### config.mk
export PLATFORM = sky130hd
export DESIGN_NAME = pc_sequencer
export DESIGN_NICKNAME = d
export VERILOG_FILES = /design/src/rtl/pc_sequencer.sv
export SDC_FILE = /design/constraint.sdc
export NUM_CORES = 1
export LEC_CHECK = 0
export CAP_MARGIN = 10
export CORE_ASPECT_RATIO = 2
export CORE_UTILIZATION = 35
export CTS_CLUSTER_DIAMETER = 80
export DETAILED_ROUTE_END_ITERATION = 12
export RECOVER_POWER = 50
export SETUP_SLACK_MARGIN = 0.15
export SYNTH_ARGS = -nofsm -noshare
export SYNTH_HDL_FRONTEND = slang
export SYNTH_SLANG_ARGS = --single-unit
export TNS_END_PERCENT = 100
### constraint.sdc
create_clock -name clk -period 2.9 [get_ports clk]
set_input_delay 0.87 -clock clk [delete_from_list [all_inputs] [get_ports clk]]
set_output_delay 0.87 -clock clk [all_outputs]
set_load 0.01 [all_outputs]
### src/rtl/pc_sequencer.sv
`default_nettype none
// +----------------------------------------------------------------------------+
// | Module      : pc_sequencer                                                 |
// | Description : Fetch-stage program-counter sequencer. Handles interrupts,   |
// |               calls, branches, stalls and a multi-beat return-address      |
// |               load assembled from DATA_W-bit memory beats (MSB first).     |
// |               Interrupts seen during a return load are latched and         |
// |               serviced once the load completes.                            |
// |               Optional macro PC_SEQ_EPC_EN adds the epc output and the     |
// |               eret input (exception PC capture / return).                  |
// | Revision    : 1.0 - initial release                                        |
// +----------------------------------------------------------------------------+
module pc_sequencer #(
  parameter int PC_W         = 32,
  parameter int DATA_W       = 16,
  parameter int RESET_VECTOR = 32,
  parameter int INT_VECTOR   = 0
) (
  input  logic              clk,
  input  logic              reset,
  input  logic              stall,
  input  logic              branch_taken,
  input  logic [PC_W-1:0]   branch_addr,
  input  logic              call_valid,
  input  logic [PC_W-1:0]   call_addr,
  input  logic              int_req,
  input  logic              ret_start,
  input  logic              mem_valid,
  input  logic [DATA_W-1:0] mem_data,
`ifdef PC_SEQ_EPC_EN
  input  logic              eret,
  output logic [PC_W-1:0]   epc,
`endif
  output logic [PC_W-1:0]   pc,
  output logic              ret_busy,
  output logic              int_ack,
  output logic              redirect
);

  localparam int BEATS = PC_W / DATA_W;
  localparam int CNT_W = (BEATS > 1) ? $clog2(BEATS) : 1;

  localparam logic [0:0] S_RUN      = 1'b0;
  localparam logic [0:0] S_RET_LOAD = 1'b1;

  localparam logic [PC_W-1:0]  C_PC_RST   = PC_W'(RESET_VECTOR - 1);
  localparam logic [PC_W-1:0]  C_INT_VEC  = PC_W'(INT_VECTOR);
  localparam logic [PC_W-1:0]  C_PC_ONE   = PC_W'(1);
  localparam logic [CNT_W-1:0] C_CNT_LAST = CNT_W'(BEATS - 1);
  localparam logic [CNT_W-1:0] C_CNT_ONE  = CNT_W'(1);

  logic [0:0]        r_state, w_state_nxt;
  logic [PC_W-1:0]   r_pc, w_pc_nxt;
  logic [CNT_W-1:0]  r_cnt, w_cnt_nxt;
  logic [PC_W-1:0]   r_shadow, w_shadow_nxt, w_merged;
  logic              r_int_pending, w_pend_nxt;
  logic              r_int_ack, w_ack_nxt;
  logic              r_redirect, w_redir_nxt;
  logic              w_int, w_eret, w_last_beat;
  int                w_base;

`ifdef PC_SEQ_EPC_EN
  logic [PC_W-1:0]   r_epc, w_epc_nxt, w_epc_capture;
  assign w_eret = eret;
  assign epc    = r_epc;
  // Address of the instruction that would have run had the interrupt not been taken
  always_comb begin
    w_epc_capture = r_pc + C_PC_ONE;
    if (r_int_pending)     w_epc_capture = r_pc;
    else if (call_valid)   w_epc_capture = call_addr;
    else if (branch_taken) w_epc_capture = branch_addr;
    else if (stall)        w_epc_capture = r_pc;
  end
`else
  assign w_eret = 1'b0;
`endif

  assign w_int       = int_req | r_int_pending;
  assign w_last_beat = mem_valid && (r_cnt == '0);

  // Shadow value with the current beat merged in, so completion uses this edge's beat
  always_comb begin
    w_base   = int'(r_cnt) * DATA_W;
    w_merged = r_shadow;
    w_merged[w_base +: DATA_W] = mem_data;
  end

  // State and datapath registers; updates on the falling edge to match fetch timing
  always_ff @(negedge clk) begin
    if (reset) begin
      r_state       <= S_RUN;
      r_pc          <= C_PC_RST;
      r_cnt         <= '0;
      r_shadow      <= '0;
      r_int_pending <= 1'b0;
      r_int_ack     <= 1'b0;
      r_redirect    <= 1'b0;
`ifdef PC_SEQ_EPC_EN
      r_epc         <= '0;
`endif
    end else begin
      r_state       <= w_state_nxt;
      r_pc          <= w_pc_nxt;
      r_cnt         <= w_cnt_nxt;
      r_shadow      <= w_shadow_nxt;
      r_int_pending <= w_pend_nxt;
      r_int_ack     <= w_ack_nxt;
      r_redirect    <= w_redir_nxt;
`ifdef PC_SEQ_EPC_EN
      r_epc         <= w_epc_nxt;
`endif
    end
  end

  // Next-state: a return load starts only if nothing of higher priority fires
  always_comb begin
    w_state_nxt = r_state;
    case (r_state)
      S_RUN: begin
        if (!w_int && !w_eret && !call_valid && ret_start)
          w_state_nxt = S_RET_LOAD;
      end
      S_RET_LOAD: begin
        if (w_last_beat)
          w_state_nxt = S_RUN;
      end
      default: w_state_nxt = S_RUN;
    endcase
  end

  // Datapath / output next values following the per-state priority order
  always_comb begin
    w_pc_nxt     = r_pc;
    w_cnt_nxt    = r_cnt;
    w_shadow_nxt = r_shadow;
    w_pend_nxt   = r_int_pending;
    w_ack_nxt    = 1'b0;
    w_redir_nxt  = 1'b0;
`ifdef PC_SEQ_EPC_EN
    w_epc_nxt    = r_epc;
`endif
    case (r_state)
      S_RUN: begin
        if (w_int) begin
          w_pc_nxt    = C_INT_VEC;
          w_ack_nxt   = 1'b1;
          w_redir_nxt = 1'b1;
          w_pend_nxt  = 1'b0;
`ifdef PC_SEQ_EPC_EN
          w_epc_nxt   = w_epc_capture;
`endif
        end else if (w_eret) begin
`ifdef PC_SEQ_EPC_EN
          w_pc_nxt    = r_epc;
`endif
          w_redir_nxt = 1'b1;
        end else if (call_valid) begin
          w_pc_nxt    = call_addr;
          w_redir_nxt = 1'b1;
        end else if (ret_start) begin
          w_cnt_nxt    = C_CNT_LAST;
          w_shadow_nxt = '0;
        end else if (branch_taken) begin
          w_pc_nxt    = branch_addr;
          w_redir_nxt = 1'b1;
        end else if (!stall) begin
          w_pc_nxt = r_pc + C_PC_ONE;
        end
      end
      S_RET_LOAD: begin
        if (int_req)
          w_pend_nxt = 1'b1;
        if (mem_valid) begin
          w_shadow_nxt = w_merged;
          if (w_last_beat) begin
            w_pc_nxt    = w_merged;
            w_redir_nxt = 1'b1;
          end else begin
            w_cnt_nxt = r_cnt - C_CNT_ONE;
          end
        end
      end
      default: ;
    endcase
  end

  assign pc       = r_pc;
  assign ret_busy = (r_state == S_RET_LOAD);
  assign int_ack  = r_int_ack;
  assign redirect = r_redirect;

endmodule
`default_nettype wire

# --- After elaboration in Yosys (flattened, before gate mapping) ---
# Index checks and enable logic that the tools add are counted.
op_classes:
  bitwise: 3
  reduce_logical: 10
  eq_ne: 10
  add_sub_neg: 3
  n_shift: 2
  mux: 34
ops:
  columns: ["cell", "count"]
  rows:
  - ["$mux 32", 11]
  - ["$pmux 32 s2", 2]
  - ["$neg 5->33", 1]
  - ["$shift 16x33->32 const A", 1]
  - ["$shiftx 16x33->32", 1]
  - ["$add 32x1->32 const B", 1]
  - ["$bwmux 32", 1]
  - ["$mux 1", 16]
  - ["$ne 2x2->1 const B", 7]
  - ["$pmux 1 s2", 4]
  - ["$reduce_and 4->1", 2]
  - ["$ne 5x5->1 const B", 1]
  - ["$reduce_and 5->1", 1]
  - ["$ne 4x4->1 const B", 1]
  - ["$logic_and 1x1->1", 3]
  - ["$logic_not 1->1", 2]
  - ["$ne 2x1->1 const B", 1]
  - ["$not 1->1", 2]
  - ["$reduce_and 2->1", 1]
  - ["$reduce_or 2->1", 1]
  - ["$or 1x1->1", 1]
  - ["$sub 1x1->1 const B", 1]
word_totals:
  elab_cells: 69
  reg_bits: 69
  output_inout_bits: 35
  in_bits: 88

# --- Longest topological paths before layout ---
depth:
  word_depth: 7
  depth_mapped: 8
  ltp_nobuf: 6

==> impl_results.md <==
- Clock Pin Slew Worst Setup and Hold Paths: 0.03 ns
- Vias per cell: 5.98
- Synth Flop Type: dfxtp_1
- Req. time, crit path: 1.79 ns
- Leading cell type in the layout, fill and taps excluded: buf_4
- DP HPWL: 15,400 µm
- Seq cells post-synth: 67
- CP max-delay cell: nor4_4
- PnR worst setup slack: -0.573 ns
- Setup Crit Path Kind: in2reg
- Relative slew slack: 61.0%
- Hold Path Stages: 2
- PwrDens: 445 mW/mm²
- Largest net degree at the start of global routing: 50
- Worst skew pair latency: 0.42 ns
- Wire per inst: 21.7 µm
- Critical R2R Capture: pc[19]$_SDFFE_NP0P_
- Initial antenna violation count: 0
- Synth Cell Area: 0.00439 mm²
- EDFF count, synth: 0
- Most Frequent Cell on Critical Path: buf_8
- RR Startpoint: ret_busy$_SDFF_NP0_
- Total iterations of the first detailed-routing run: 6
- Critical-path cell list: buf_8 -> nor4_4 -> o21ai_2 -> and2_4 -> buf_6 -> buf_12 -> buf_8 -> a311oi_2 -> o311a_1
- RSZ-0062 raised after global routing: true
- Setup WS pre-CTS: -1.28 ns
- Die H: 160 µm
- Final setup violation count: 100
- Cell Rows: 57
- Total Wirelength: 23,000 µm
- Core Footprint: 0.0122 mm²
- CP max FO: 4
- Number of DRC markers in iteration 0: 410
- Ys async rst share: 0%
- WP data arrival: 2.36 ns
- Post-Syn Nets: 659
- Clock tree buffer depth: 2
- Hold Startpoint: r_shadow[25]$_SDFFE_NP0P_
- H-tree Lvls: 3
- Final net count: 995
- WHS: 0.460 ns
- Status: complete, but fails checks
- Layout cell share with drive strength beyond 1: 46.2%
- TritonCTS buffer count: 9
- Initial Utilization: 36.0%
- Die width: 81.2 µm
- Commonest non-fill, non-tap cells in the layout: 126 x buf_4, 78 x clkdlybuf4s50_1, 73 x buf_6
- Hold buffers post-CTS: 0
- Layout Area Growth over Synthesis: 98.9%
- Critical path buffers and inverters: 4
- Hold Crit Class: reg2reg
- Worst Hold End: r_shadow[25]$_SDFFE_NP0P_
- CP endpoint kind: register
- Peak VDD IR: 0.373 mV
- Yosys warns: 0
- Leak: 3.75 nW
- Post-synthesis cell count: 570
- Max_cap viols: 0
- Overflow after GRT: 0
- Final hold viol count: 0
- CP top delay family: compound AO/OA/AOI/OAI gates
- Crit-path max cell delay: 0.28 ns
- Post-route ant nets: 0
- Failing checks: setup timing
- DRC viols: 0
- First-pass GRT wire length: 34,400 µm
- ANT cells: 0
- Die area: 0.0130 mm²
- Top Ports: 123
- Final GP Congestion: 0.935
- Worst Skew: 0.0301 ns
- Unique cell type count in the Yosys netlist: 66
- CTS sink cnt: 67
- Crit path launch type: primary input
- Worst-margin pin slew: 0.585 ns
- Sequential element share of the synthesized area: 30.6%
- Synthesized area per cell: 7.70 µm²
- PortBufs: 122
- Vias post-DR: 6,332
- Total Routing Usage GR: 35.7%
- Slew Viols, Final: 0
- Number of global-route vias before repair: 6,497
- Clock Root Buffer: clkbuf_16
- Tot Pwr: 3.89 mW
- Reg-to-reg slack, setup: 0.44 ns
- Worst R2R Path Depth: 6
- CTS tree: done
- Worst path depth: 9
## routing by layer
metal,part of all wire [%],track usage (%)
met5,0,0
met4,7.5,28.0
met3,7.3,10.1
met2,53,61.5
met1,32,34.2
## area by class of cell
| type | count | area, µm² |
|---|---|---|
| clock inverter | 74 | 398 |
| tap | 147 | 184 |
| clock buffer | 9 | 225 |
| fill | 925 | 3470 |
| sequential | 67 | 1390 |
| inverter | 6 | 30.0 |
| multi-input combinational | 451 | 3480 |
| timing repair buffer | 304 | 3020 |
## cells by family after synthesis
group | Yosys count | share of synthesized area (%)
adders and majority gates | 1 | 0.285
AOI/OAI and AO/OA | 178 | 28.0
and+or+nand+nor | 229 | 26.3
muxes | 32 | 7.76
buffers and inverters | 53 | 5.16
DFF | 67 | 30.6
xor gates and xnor gates | 10 | 2.00
## worst reg2reg max path, stage by stage, from the launching register on
cell	delay, ns
dfxtp_2	0.32
buf_4	0.41
clkinv_1	0.49
buf_4	0.36
nor2_1	0.29
nor2_1	0.12
a2111oi_2	0.37
## synth_stat cells, drive strengths merged (2+ instances only)
| master | n | area share, % |
|---|---|---|
| dfxtp | 67 | 31 |
| nand2 | 65 | 5.6 |
| nor2 | 64 | 5.5 |
| a21oi | 54 | 6.2 |
| clkbuf | 32 | 2.7 |
| o21ai | 23 | 2.7 |
| nand3 | 21 | 2.5 |
| nor3 | 17 | 2.1 |
| a22oi | 16 | 2.7 |
| mux2 | 16 | 4.1 |
| mux2i | 16 | 3.7 |
| buf | 14 | 1.8 |
| nand4 | 14 | 2.1 |
| nor4 | 12 | 2.7 |
| o221ai | 10 | 2.0 |
| o22ai | 10 | 1.4 |
| a2111oi | 8 | 1.7 |
| nand2b | 8 | 1.1 |
| a311o | 7 | 1.6 |
| a211o | 6 | 1.2 |
| and4 | 6 | 1.2 |
| inv | 6 | 0.51 |
| xnor2 | 6 | 1.2 |
| a31oi | 5 | 0.71 |
| a311oi | 4 | 0.94 |
| and3 | 4 | 0.57 |
| o311ai | 4 | 0.80 |
| or3 | 4 | 0.57 |
| xor2 | 4 | 0.80 |
| a211oi | 3 | 0.51 |
| a21o | 3 | 0.51 |
| and2 | 3 | 0.43 |
| nand3b | 3 | 0.51 |
| o211ai | 3 | 0.51 |
| a21boi | 2 | 0.34 |
| a221oi | 2 | 0.40 |
| a22o | 2 | 0.40 |
| a2bb2oi | 2 | 0.40 |
| a31o | 2 | 0.40 |
| a41oi | 2 | 0.40 |
| nor2b | 2 | 0.29 |
| nor3b | 2 | 0.34 |
| nor4b | 2 | 0.40 |
| o311a | 2 | 0.46 |
| o31a | 2 | 0.40 |
## repair_timing
item                                    CTS  global route
hold endpoints to repair                  0             0
endpoints found under the setup margin  102           100
buffers inserted                         42            11
pin swaps                                80            26
resized for setup                       380            65
gates cloned                              6             0
## state kept, by name (all words and copies together) (netlist names)
name / flops
int_ack: 1
redirect: 1
r_shadow: 30
ret_busy: 1
r_cnt: 1
r_int_pending: 1
pc: 32
## power by group
part	leakage, nW	total (mW)	switching [mW]	internal [mW]
logic	2.65	1.07	0.495	0.580
registers	0.558	1.02	0.0363	0.979
clock network	0.538	1.80	0.737	1.06
## stage by stage
step | std cells | cell area [µm²] | utilization (%) | setup TNS (ns)
floorplan | 570 | 4540 | - | -32.14
global placement | 917 | 6640 | 54.4 | -84.92
detailed placement | 917 | 6640 | 54.4 | -88.19
CTS | 1047 | 8400 | 68.9 | -36.89
global route | 1058 | 8730 | 71.6 | -43.11
finish | 1058 | 8730 | 71.6 | -39.09
## worst max path at each step
| stage | startpoint | end | slack [ns] |
|---|---|---|---|
| after floorplan | int_req | pc[31]$_SDFFE_NP0P_ | -0.72 |
| after global placement | call_valid | pc[24]$_SDFFE_NP0P_ | -1.23 |
| after detailed placement | call_valid | pc[27]$_SDFFE_NP0P_ | -1.28 |
| after CTS | int_req | pc[20]$_SDFFE_NP0P_ | -0.53 |
| after global routing | int_req | pc[20]$_SDFFE_NP0P_ | -0.62 |
| final | int_req | pc[20]$_SDFFE_NP0P_ | -0.57 |
No activity file was read; power rests on OpenSTA's default activity.
